**src/rtl/sa_wresp_router_pkg.sv**
```systemverilog
// ============================================================================
// sa_wresp_router_pkg : BRESP encodings, merge priority and FSM states
// Revision: 1.0
// ============================================================================
`default_nettype none

package sa_wresp_router_pkg;

    localparam int RESP_W = 2;

    localparam logic [RESP_W-1:0] RESP_OKAY   = 2'd0;
    localparam logic [RESP_W-1:0] RESP_EXOKAY = 2'd1;
    localparam logic [RESP_W-1:0] RESP_SLVERR = 2'd2;
    localparam logic [RESP_W-1:0] RESP_DECERR = 2'd3;

    typedef enum logic [0:0] {
        ST_IDLE  = 1'b0,
        ST_MERGE = 1'b1
    } state_e;

    // Worst of two split-half responses: DECERR > SLVERR > EXOKAY > OKAY.
    function automatic logic [RESP_W-1:0] resp_merge(
        input logic [RESP_W-1:0] a,
        input logic [RESP_W-1:0] b
    );
        if ((a == RESP_DECERR) || (b == RESP_DECERR)) begin
            return RESP_DECERR;
        end else if ((a == RESP_SLVERR) || (b == RESP_SLVERR)) begin
            return RESP_SLVERR;
        end else if ((a == RESP_EXOKAY) || (b == RESP_EXOKAY)) begin
            return RESP_EXOKAY;
        end else begin
            return RESP_OKAY;
        end
    endfunction

endpackage

`default_nettype wire

```
**src/rtl/sync_fifo.sv**
```systemverilog
// ============================================================================
// sync_fifo : full-flop synchronous FIFO with first-word fall-through head
// Revision: 1.0
// ============================================================================
`default_nettype none

module sync_fifo #(
    parameter int WIDTH = 1,
    parameter int DEPTH = 8
) (
    input  logic             clk_i,
    input  logic             rst_i,
    input  logic             wr_en_i,
    input  logic [WIDTH-1:0] wr_data_i,
    input  logic             rd_en_i,
    output logic [WIDTH-1:0] rd_data_o,
    output logic             full_o,
    output logic             empty_o
);

    localparam int PTR_W = (DEPTH > 1) ? $clog2(DEPTH) : 1;
    localparam int CNT_W = $clog2(DEPTH + 1);

    logic [WIDTH-1:0] mem_q [DEPTH];
    logic [PTR_W-1:0] wr_ptr_q;
    logic [PTR_W-1:0] rd_ptr_q;
    logic [CNT_W-1:0] count_q;
    logic             do_rd;
    logic             do_wr;

    function automatic logic [PTR_W-1:0] ptr_inc(input logic [PTR_W-1:0] p);
        return (p == PTR_W'(DEPTH - 1)) ? '0 : p + PTR_W'(1);
    endfunction

    assign full_o    = (count_q == CNT_W'(DEPTH));
    assign empty_o   = (count_q == '0);
    assign rd_data_o = mem_q[rd_ptr_q];

    // A pop in the same cycle frees the slot, so a push into a full FIFO is kept then.
    assign do_rd = rd_en_i & ~empty_o;
    assign do_wr = wr_en_i & (~full_o | do_rd);

    always_ff @(posedge clk_i) begin
        if (rst_i) begin
            wr_ptr_q <= '0;
            rd_ptr_q <= '0;
            count_q  <= '0;
            for (int i = 0; i < DEPTH; i++) begin
                mem_q[i] <= '0;
            end
        end else begin
            if (do_wr) begin
                mem_q[wr_ptr_q] <= wr_data_i;
                wr_ptr_q        <= ptr_inc(wr_ptr_q);
            end
            if (do_rd) begin
                rd_ptr_q <= ptr_inc(rd_ptr_q);
            end
            if (do_wr && !do_rd) begin
                count_q <= count_q + CNT_W'(1);
            end else if (!do_wr && do_rd) begin
                count_q <= count_q - CNT_W'(1);
            end
        end
    end

endmodule

`default_nettype wire

```
**src/rtl/sa_wresp_router.sv**
```systemverilog
// ============================================================================
// sa_wresp_router : slave-side B return path; merges 4KB-split pairs and
// routes each response to its master. Option: SA_WRESP_ID_CHECK_EN.
// Revision: 1.0
// ============================================================================
`default_nettype none

module sa_wresp_router
    import sa_wresp_router_pkg::*;
#(
    parameter int MST_AMT         = 3,
    parameter int OUTSTANDING_AMT = 8,
    parameter int MST_ID_W        = $clog2(MST_AMT),
    parameter int TRANS_MST_ID_W  = 5,
    parameter int TRANS_SLV_ID_W  = TRANS_MST_ID_W + MST_ID_W,
    parameter int TRANS_WR_RESP_W = 2
) (
    input  logic                                ACLK_i,
    input  logic                                ARESET_i,
    input  logic                                ord_wr_en_i,
    input  logic                                ord_crossing_flag_i,
    output logic                                ord_full_o,
    input  logic [TRANS_SLV_ID_W-1:0]           s_BID_i,
    input  logic [TRANS_WR_RESP_W-1:0]          s_BRESP_i,
    input  logic                                s_BVALID_i,
    output logic                                s_BREADY_o,
    output logic [TRANS_MST_ID_W*MST_AMT-1:0]   m_BID_o,
    output logic [TRANS_WR_RESP_W*MST_AMT-1:0]  m_BRESP_o,
    output logic [MST_AMT-1:0]                  m_BVALID_o,
    input  logic [MST_AMT-1:0]                  m_BREADY_i,
    output logic                                id_err_o
);

    state_e                       state_q, state_d;
    logic                         ord_flag;
    logic                         ord_empty;
    logic                         s_hs;
    logic                         absorb;
    logic                         sel_ready;
    logic                         slot_oob;
    logic                         drain;

    logic                         slot_valid_q, slot_valid_d;
    logic [MST_ID_W-1:0]          slot_idx_q,   slot_idx_d;
    logic [TRANS_MST_ID_W-1:0]    slot_id_q,    slot_id_d;
    logic [TRANS_WR_RESP_W-1:0]   slot_resp_q,  slot_resp_d;
    logic [TRANS_SLV_ID_W-1:0]    merge_id_q,   merge_id_d;
    logic [TRANS_WR_RESP_W-1:0]   merge_resp_q, merge_resp_d;

    sync_fifo #(
        .WIDTH (1),
        .DEPTH (OUTSTANDING_AMT)
    ) u_ord_fifo (
        .clk_i     (ACLK_i),
        .rst_i     (ARESET_i),
        .wr_en_i   (ord_wr_en_i),
        .wr_data_i (ord_crossing_flag_i),
        .rd_en_i   (s_hs),
        .rd_data_o (ord_flag),
        .full_o    (ord_full_o),
        .empty_o   (ord_empty)
    );

    always_comb begin
        sel_ready = 1'b0;
        for (int k = 0; k < MST_AMT; k++) begin
            if (slot_idx_q == MST_ID_W'(k)) begin
                sel_ready = m_BREADY_i[k];
            end
        end
    end

    // Responses for a nonexistent master have no taker and are discarded after one cycle.
    assign slot_oob = (32'(slot_idx_q) >= MST_AMT);
    assign drain    = slot_valid_q & (slot_oob | sel_ready);
    assign absorb   = (state_q == ST_IDLE) & ord_flag;

    assign s_BREADY_o = ~ord_empty & (absorb | ~slot_valid_q | drain);
    assign s_hs       = s_BVALID_i & s_BREADY_o;

    always_ff @(posedge ACLK_i) begin
        if (ARESET_i) begin
            state_q      <= ST_IDLE;
            slot_valid_q <= 1'b0;
            slot_idx_q   <= '0;
            slot_id_q    <= '0;
            slot_resp_q  <= '0;
            merge_id_q   <= '0;
            merge_resp_q <= '0;
        end else begin
            state_q      <= state_d;
            slot_valid_q <= slot_valid_d;
            slot_idx_q   <= slot_idx_d;
            slot_id_q    <= slot_id_d;
            slot_resp_q  <= slot_resp_d;
            merge_id_q   <= merge_id_d;
            merge_resp_q <= merge_resp_d;
        end
    end

    always_comb begin
        state_d      = state_q;
        slot_valid_d = slot_valid_q & ~drain;
        slot_idx_d   = slot_idx_q;
        slot_id_d    = slot_id_q;
        slot_resp_d  = slot_resp_q;
        merge_id_d   = merge_id_q;
        merge_resp_d = merge_resp_q;

        if (s_hs) begin
            case (state_q)
                ST_IDLE: begin
                    if (absorb) begin
                        merge_id_d   = s_BID_i;
                        merge_resp_d = s_BRESP_i;
                        state_d      = ST_MERGE;
                    end else begin
                        slot_valid_d = 1'b1;
                        slot_idx_d   = s_BID_i[TRANS_SLV_ID_W-1 -: MST_ID_W];
                        slot_id_d    = s_BID_i[TRANS_MST_ID_W-1:0];
                        slot_resp_d  = s_BRESP_i;
                    end
                end
                ST_MERGE: begin
                    // The held first-half ID identifies the transaction.
                    slot_valid_d = 1'b1;
                    slot_idx_d   = merge_id_q[TRANS_SLV_ID_W-1 -: MST_ID_W];
                    slot_id_d    = merge_id_q[TRANS_MST_ID_W-1:0];
                    slot_resp_d  = resp_merge(merge_resp_q, s_BRESP_i);
                    state_d      = ST_IDLE;
                end
                default: state_d = ST_IDLE;
            endcase
        end
    end

    for (genvar k = 0; k < MST_AMT; k++) begin : g_lane
        assign m_BVALID_o[k] = slot_valid_q & (slot_idx_q == MST_ID_W'(k));
        assign m_BID_o[k*TRANS_MST_ID_W +: TRANS_MST_ID_W]    = slot_id_q;
        assign m_BRESP_o[k*TRANS_WR_RESP_W +: TRANS_WR_RESP_W] = slot_resp_q;
    end

`ifdef SA_WRESP_ID_CHECK_EN
    logic id_err_q;

    always_ff @(posedge ACLK_i) begin
        if (ARESET_i) begin
            id_err_q <= 1'b0;
        end else begin
            id_err_q <= s_hs & (state_q == ST_MERGE) & (s_BID_i != merge_id_q);
        end
    end

    assign id_err_o = id_err_q;
`else
    assign id_err_o = 1'b0;
`endif

endmodule

`default_nettype wire

```
**config.mk**
```make
export PLATFORM = sky130hd
export DESIGN_NAME = sa_wresp_router
export DESIGN_NICKNAME = d
export VERILOG_FILES = /design/src/rtl/sa_wresp_router_pkg.sv /design/src/rtl/sync_fifo.sv /design/src/rtl/sa_wresp_router.sv
export SDC_FILE = /design/constraint.sdc
export NUM_CORES = 1
export LEC_CHECK = 0
export BUFFER_PORTS_ARGS = -buffer_cell sky130_fd_sc_hd__buf_2
export CAP_MARGIN = 25
export CORE_MARGIN = 2
export CORE_UTILIZATION = 51
export CTS_BUF_LIST = sky130_fd_sc_hd__clkbuf_8
export DETAILED_ROUTE_END_ITERATION = 10
export GPL_TIMING_DRIVEN = 0
export PLACE_DENSITY = 0.78
export SLEW_MARGIN = 20
export SYNTH_ARGS = -nofsm -noshare
export SYNTH_HDL_FRONTEND = slang
export SYNTH_SLANG_ARGS = --single-unit
```
**constraint.sdc**
```tcl
create_clock -name ACLK_i -period 2.7 [get_ports ACLK_i]
set_input_delay 0 -clock ACLK_i [delete_from_list [all_inputs] [get_ports ACLK_i]]
set_output_delay 0 -clock ACLK_i [all_outputs]
set_load 0.05 [all_outputs]
```
==> results of run 1 <==
-- how the worst min path moves through the flow --
| stage | end | slack (ns) | start | cells after the start |
|---|---|---|---|---|
| floorplan | merge_id_q[0] | 0.14 | s_BID_i[0] | 2 |
| global placement | merge_id_q[4] | 0.25 | s_BID_i[4] | 3 |
| detailed placement | merge_id_q[3] | 0.25 | s_BID_i[3] | 3 |
| CTS | u_ord_fifo.wr_ptr_q[2] | 0.05 | ARESET_i | 4 |
| global route | u_ord_fifo.wr_ptr_q[1] | 0.07 | ARESET_i | 4 |
| finish | u_ord_fifo.wr_ptr_q[2] | 0.05 | ARESET_i | 4 |
-- layout make-up --
type	count	area, sq um	share of cell area
sequential	41	903.4	0.3255
multi-input combinational	147	1155	0.4161
tap	50	62.56	0.02254
timing repair buffer	59	360.3	0.1298
inverter	8	30.03	0.01082
buffer	25	167.7	0.06041
clock buffer	6	82.58	0.02976
clock inverter	2	13.76	0.004959
-- registers in the layout (all words and copies together), names as in the netlist, named ones only --
register and cells:
u_ord_fifo.mem_q 8, merge_id_q 7, slot_id_q 5, u_ord_fifo.count_q 4, u_ord_fifo.rd_ptr_q 3, u_ord_fifo.wr_ptr_q 3, merge_resp_q 2, slot_idx_q 2
slot_resp_q 2, slot_valid_q 1, state_q 1
-- kinds of logic after synthesis --
family                   after synthesis  synth area share
AO/OA/AOI/OAI                         42            0.1490
XOR/XNOR                               3           0.01228
adder cells (fa/ha/maj)                8           0.05026
buffers and inverters                 33           0.09234
flip-flops                            41            0.4208
multiplexers                          26            0.1239
other                                  1          0.001752
AND/OR/NAND/NOR                       67            0.1496
-- worst max-delay path, cell delays in order, from the launching register on --
cell and delay [ns]:
dfxtp_2 0.32, buf_6 0.13, mux2i_4 0.19, a221oi_4 0.33, nand2_2 0.12, a21boi_4 0.21, ha_4 0.17, inv_2 0.06
ha_4 0.20, a21o_1 0.16, a21oi_2 0.12, xnor2_1 0.08, or3_1 0.30, a21oi_1 0.11
-- metal layers --
layer | global-route usage | share of wire | vias to the layer above
met5 | 0 | 0 | -
met4 | 0.08824 | 0.019 | 0
met3 | 0.04221 | 0.036 | 8
met2 | 0.3438 | 0.51 | 47
met1 | 0.2680 | 0.43 | 823
li1 | - | - | 904
-- stage by stage --
step | TNS, ns | setup slack [ns] | area, sq um | total power, mW
4_1_cts | 0 | 0.01256 | 2714 | 2.917
2_1_floorplan | 0 | 0.008390 | 2172 | 2.120
3_3_place_gp | -0.2750 | -0.2750 | 2445 | 2.366
5_1_grt | -0.008107 | -0.008107 | 2775 | 3.162
6_report | 0 | 0.1286 | 2775 | 2.985
3_5_place_dp | -0.2886 | -0.2886 | 2445 | 2.403
-- synth_stat cells, types with 2 or more instances --
cell,number,share of area
xnor2_1,2,0.0082
edfxtp_1,8,0.11
nor2_1,28,0.049
buf_1,2,0.0035
and2_1,2,0.0058
buf_4,15,0.053
a211oi_1,10,0.035
buf_2,2,0.0047
nor2b_1,5,0.015
ha_1,7,0.041
buf_6,2,0.011
dfxtp_1,33,0.31
clkbuf_1,4,0.0070
o31ai_1,4,0.014
inv_1,8,0.014
nor3_1,6,0.014
nand2b_1,2,0.0058
mux2i_1,25,0.12
a21oi_1,14,0.033
nand3_1,3,0.0070
o41ai_1,5,0.020
nand2_1,12,0.021
or3_1,2,0.0058
-- power groups by stage --
| stage | Combinational (mW) | Clock, mW | Sequential (mW) |
|---|---|---|---|
| after global placement | 1.48 | 0 | 0.886 |
| after detailed placement | 1.51 | 0 | 0.893 |
| after CTS | 1.59 | 0.435 | 0.891 |
| after global routing | 1.79 | 0.451 | 0.925 |
| final | 1.66 | 0.423 | 0.901 |
| after floorplan | 1.12 | 0 | 0.996 |
-- repair_timing --
action                                  4_1_cts  5_1_grt
endpoints found under the hold margin         9        0
gates resized for setup                       6        6
endpoints found under the setup margin        2        1
gates cloned                                  0        0
buffers inserted                              5        3
pin swaps                                     4        9
hold buffers                                  9        0
==> results.md, run 1 <==
Status:
- The run finished with clean final reports.

Routing:
- The DRC violations left is 0.
- The wire length reported by the detailed router is 4537 microns.
- After detailed routing, the number of vias per cell comes to 5.272.
- The average wire length per cell after detail routing is 13.42 microns.
- The total via count after detailed routing is 1,782.
- After the first detailed-routing iteration, the DRC count stood at 91.
- The number of nets still failing antenna checks after routing is 0.
- For this run, the detailed router's first-pass iteration total came to 4.

Finish:
- The layout has 303 filler cells.
- The share of final-layout standard cells stronger than drive strength 1 is 0.3368.
- The post-synthesis to final-layout area growth is 29.63%.
- 0 antenna diodes ended up in the layout.
- The number of non-filler instances in the completed layout is 338.
- The commonest non-fill, non-tap cell in the layout is buf_2.
- The final standard cell utilization of the core is 0.6888.
- For this run, the post-layout net count is 312.
- Leaving out fill and tap cells, the most frequent cells in the layout are buf_2 (44), dfxtp_1 (31), nor2_1 (28), mux2i_1 (23), buf_4 (23).

Pwr:
- The share of total power dissipated in combinational logic is 0.556.
- Of the total power, registers draw 0.302.
- The switching power total is 1.377 mW.
- The internal power of the cells totals 1.608 mW.
- Power spread over the standard cell area amounts to 1075 nW/um^2.
- The leakage component of the power is 1.260 nW.
- Across the VDD grid, the largest voltage drop is 0.6178 mV.
- The share of total power consumed by net switching is 0.4614.
- The share of total power dissipated in the clock network is 0.142.

Timing:
- The final count of pins violating max slew came to 0.
- The remaining max-slew budget at the tightest pin is 0.5757.
- The post-route clock period utilization is 0.9524.
- The final setup violation count is 0.
- The clock skew is 0.004788 ns.
- The slew at the pin with the worst max-slew slack is 0.6365 ns.
- The number of failing hold endpoints at the final stage is 0.
- The achievable clock frequency is 388.9 MHz.
- Subtracting the final worst setup slack from the clock period gives 2.571 ns.
- The worst hold slack across all endpoints is 0.04977 ns.

Placed design:
- At the end of routability-driven placement, the weighted congestion stood at 0.7867.
- The placed wire-length estimate is 3150 microns.
- In this run the tool buffered the top-level ports with 42 buffer cells.
- Counting tap cells, the placed design contains a total of 313 instances.

Clock tree:
- TritonCTS built the clock tree.
- The H-tree was split into 2 levels.
- The later pin in the worst-skew pair is clocked with a latency of 0.30 ns.
- CTS saw 41 sinks.
- The deepest clock path buffer count is 2.
- The root buffer cell chosen for the clock tree is clkbuf_8.
- The clock-pin transition on the worst setup and hold timing paths is 0.08 ns.
- The number of clock buffers added by TritonCTS is 5.

Critical path:
- The worst setup path is of the flip-flop to flip-flop kind.
- The worst setup slack for register-to-register paths is 0.13 ns.
- STA puts the critical path data required time at 2.93 ns.
- The depth of the worst register-to-register path is 13.
- The endpoint identified for the worst register-to-register timing path is u_ord_fifo.count_q[3].
- The critical path ends at u_ord_fifo.count_q[3].
- The critical path startpoint category is a flip-flop.
- Data arrives at the worst endpoint at 2.80 ns.
- The worst setup path is captured at a flip-flop.
- Along the worst path, the maximum fanout reaches 4.

Synthesis:
- Among all flip-flop cells after synthesis, the most frequent one is dfxtp_1.
- In the synthesized netlist, the number of instances is 221.
- The synthesis-stage register bit count is 41.
- The number of synthesized flops with an enable pin is 8.
- The mean cell area of the mapped netlist is 9.687 sq um.
- Counting distinct cell types in the post-synthesis netlist gives 43.
- The number of warnings reported in the yosys synthesis log is 0.
- The proportion of synthesized chip area in sequential cells is 0.4208.
- The synthesized netlist net count is 246.
- The share of synthesized registers carrying an async set or reset is 0.
- After synthesis the cells add up to 2141 sq um.

Floorplanning:
- The floorplan has 23 rows.
- Pin placement for this block handled 44 I/O pins.
- The region available for standard cell placement spans 4029 sq um.
- For this configuration, the core starts out at a cell density of 0.5314.
- The vertical extent of the die is 68.79 microns.
- The die width is 68.79 microns.
- The floorplan step defined a die boundary enclosing 4732 sq um.

GRT:
- The initial antenna violation count came to 0.
- The total congestion overflow after global routing is 0.
- The first global-routing pass estimated 7258 microns of wire.
- Across every metal layer, demand over resource in global routing totals 0.2092.
- The number of global-route vias before repair was 1,621.
- The pin count of the biggest net entering global routing is 14.

Flow run:
- Max-cap violations in this run came to 0.

Hold path:
- The path category of the worst min-delay check is primary input to flip-flop.
Power figures use the tool's default switching activity.
==> run 2, diff against run 1 <==
Settings changed: GPL_TIMING_DRIVEN 0 to unset.
==> run 2 against run 1 <==
Clock power grew 41%. Total power grew 2.0%. Routed wire length shrank 3.4%. Clock skew grew 0.0041 ns. Non-clock buffer count shrank 19. Count of clock-buffer cells in the layout shrank 1. Register-to-register slack lost 0.05 ns. Via count shrank 3.8%. Global-route usage shrank 1.7 points. Sequential power is essentially flat. Sequential share of layout area grew 1.4 points. Cell count shrank 5.6%.
==> results.md, run 2 (same netlist as run 1, synthesis figures left out) <==
Hold path:
- The cell depth of the worst min-delay path is 3.
- The path category of the worst min-delay check is primary input to flip-flop.

Finish:
- The post-synthesis to final-layout area growth is 25.07%.
- The largest register by flop count is u_ord_fifo.mem_q.
- The finished layout holds 319 standard cells, fillers aside.
- Summing all multi-input logic gate instances after layout gives 1129 sq um.
- The final standard cell utilization of the core is 0.6646.
- The number of diodes added for antenna fixing is 0.
- The largest registers in the layout are u_ord_fifo.mem_q x8, merge_id_q x7, slot_id_q x5.
- The register with the most flip-flops in the layout has 8 of them.
- The layout has 318 filler cells.
- The combined flip-flop and latch cell area is 909.6 sq um.
- The library cell used most frequently in the layout, excluding fill and tap cells, is buf_2.
- The number of nets at the end of the flow is 293.
- In the final layout, the share of cells above drive strength 1 is 0.3271.
- In the layout the commonest cells are buf_2 (42), nor2_1 (28), dfxtp_1 (28), mux2i_1 (23), buf_4 (13).

Status:
- The flow ran to the end, and the final reports show no timing, DRC or antenna violations.

Timing:
- The final count of pins violating max slew is 0.
- The number of failing hold endpoints at the final stage is 0.
- The clock skew is 0.008911 ns.
- For the pin with the worst max-slew slack, the measured transition is 0.5801 ns.
- Dividing the final minimum period by the clock period gives 0.9708.
- The tightest hold path in the finished design has a slack of 0.1844 ns.
- After layout, the worst setup slack is 0.07874 ns.
- The remaining max-slew budget at the tightest pin is 0.6133.
- The final setup violation count is 0.
- The shortest period the worst path allows is 2.621 ns.
- Derived from the worst setup path, the maximum achievable clock frequency is 381.5 MHz.

Pwr:
- Internal power comes to 1.698 mW.
- The leakage component of the power is 1.197 nW.
- The share of total power consumed by net switching is 0.4421.
- The worst-case IR drop observed on VDD is 0.6972 mV.
- The design draws 3.044 mW.
- Of the total power, combinational logic draws 0.508.
- For this design the ratio of total power to cell area is 1137 nW/um^2.
- The clock group share of total power is 0.196.
- The switching power total is 1.346 mW.
- Of the total power, registers draw 0.296.

Critical path:
- The highest net fanout along the worst path is 4.
- The worst setup path is of the flip-flop to flip-flop kind.
- Broken down by cell family, the worst path's largest delay share belongs to compound AO/OA/AOI/OAI gates.
- The signal on the critical path passes through mux2i_2 > a221oi_4 > nand2_2 > a21boi_4 > ha_4 > inv_2 > ha_1 > a21o_1 > a21oi_2 > xnor2_1 > or3_1 > a21oi_2.
- The largest single stage delay on the critical path is 0.38 ns.
- STA classifies the critical path endpoint as a flip-flop.
- The number of buffers and inverters on the critical path is 1.
- The cell seen most often among critical-path stages is a21oi_2.
- Measured in cells, the most critical reg-to-reg path has a length of 12.
- Data on the critical path is required at its endpoint by 2.93 ns.
- The critical path startpoint category is a flip-flop.
- The worst-path cell with the longest stage delay is a221oi_4.
- The cell count along the critical path is 12.
- The arrival time at the worst endpoint is 2.85 ns.
- Across all register-to-register paths, the minimum setup slack is 0.08 ns.

Flow run:
- The number of max-capacitance violations reported is 0.

Routing:
- In the final routed layout, each cell accounts on average for 13.75 microns.
- The DRC violations left is 0.
- The final layout contains routed wiring with a total length of 4385 microns.
- The vias per cell is 5.376.
- The count of nets left with antenna violations once routing finished came out at 0.
- The iteration-0 DRC count of the detailed router is 67.
- The total via count after detailed routing is 1,715.
- Before antenna repair, the detailed router went through 4 iterations.

Clock tree:
- The tree is rooted in a clkbuf_8.
- Clock tree synthesis found a total of 41 sinks.
- The clock-pin transition on the worst setup and hold timing paths is 0.08 ns.
- The deepest clock path buffer count is 2.
- The clock reaches the later pin of the worst-skew pair after 0.29 ns.
- The number of levels in the clock H-tree is 2.
- The CTS tree is done.
- The number of buffers inserted during clock tree synthesis is 5.

Placed design:
- The congestion estimate from routability-driven global placement came to 0.7753.
- The number of cells after detailed placement is 297.
- The placed wire-length estimate is 2872 microns.
- Buffers placed on the I/O ports in this run total 42.
- The worst setup timing slack at the placement stage is -0.04655 ns.

GRT:
- For this run, the total global-route usage over all layers was measured as 0.1922.
- Summed over all layers, the global routing overflow is 0.
- The global-route wire length before repair is 6686 microns.
- Entering global routing, the biggest net connects 33 pins.
- The number of global-route vias before repair is 1,529.
- The initial antenna violation count is 0.

Floorplanning:
- The floorplan step defined a core boundary enclosing 4029 sq um.
- Measured along the x axis, the die boundary spans 68.79 microns.
- In this run the vertical extent of the chip is 68.79 microns.
- The initial core utilization is 0.5314.
- The die covers 4732 sq um.
- Row generation in the floorplan step produced 23 rows.
- The I/O pin total is 44.
## run 2: cell count changes in the layout (fill, tap and decap cells not counted), moves of 2 or more
cell / previous run / this run
buf_4: 23 / 13
dfxtp_2: 2 / 4
bufinv_16: 0 / 2
buf_2: 44 / 42
dfxtp_1: 31 / 28
buf_1: 2 / 0
clkbuf_1: 4 / 0
## run 2: worst paths after layout
check                                startpoint                     to
worst max register to register        flip-flop  u_ord_fifo.count_q[3]
worst min-delay path                ord_wr_en_i    u_ord_fifo.mem_q[5]
worst min register to register  merge_resp_q[0]        merge_resp_q[0]
worst max-delay path                  flip-flop  u_ord_fifo.count_q[3]
## run 2: worst register-to-register path, delay by kind of cell, from the launching register on
kind / cells / cell delay [ns]
AO/OA/AOI/OAI: 5 / 1.02
XOR/XNOR: 1 / 0.09
adder cells (fa/ha/maj): 2 / 0.43
buffers and inverters: 1 / 0.05
flip-flops: 1 / 0.36
multiplexers: 1 / 0.17
AND/OR/NAND/NOR: 2 / 0.45
## run 2: repair_timing
| action | CTS | global route |
|---|---|---|
| setup buffers | 1 | 4 |
| hold buffers | 9 | 0 |
| pin swaps | 1 | 8 |
| hold endpoints to repair | 9 | 0 |
| setup endpoints to repair | 1 | 1 |
| resized for setup | 3 | 13 |
## run 2: power groups by stage
stage | combinational [mW] | clock (mW) | sequential (mW)
after floorplan | 1.12 | 0 | 0.996
after global placement | 1.41 | 0 | 0.889
after detailed placement | 1.43 | 0 | 0.896
after CTS | 1.46 | 0.600 | 0.887
after global routing | 1.67 | 0.629 | 0.928
final | 1.55 | 0.597 | 0.902
## run 2: final cells by class
type	instances	area share
clock inverter	3	0.02570
multi-input combinational	147	0.4215
inverter	8	0.01121
clock buffer	5	0.02570
sequential	41	0.3397
tap	50	0.02336
timing repair buffer	65	0.1528
## run 2: metal layers
metal	global-route usage	share of wire
met4	0.09559	0.027
met3	0.04058	0.040
met5	0	0
met1	0.2374	0.44
met2	0.3173	0.50
## run 2: stage by stage
step,setup TNS (ns),area [sq um]
finish,0,2678
CTS,0,2592
detailed placement,-0.04655,2345
floorplan,0,2172
global placement,0,2345
global route,-0.05402,2678
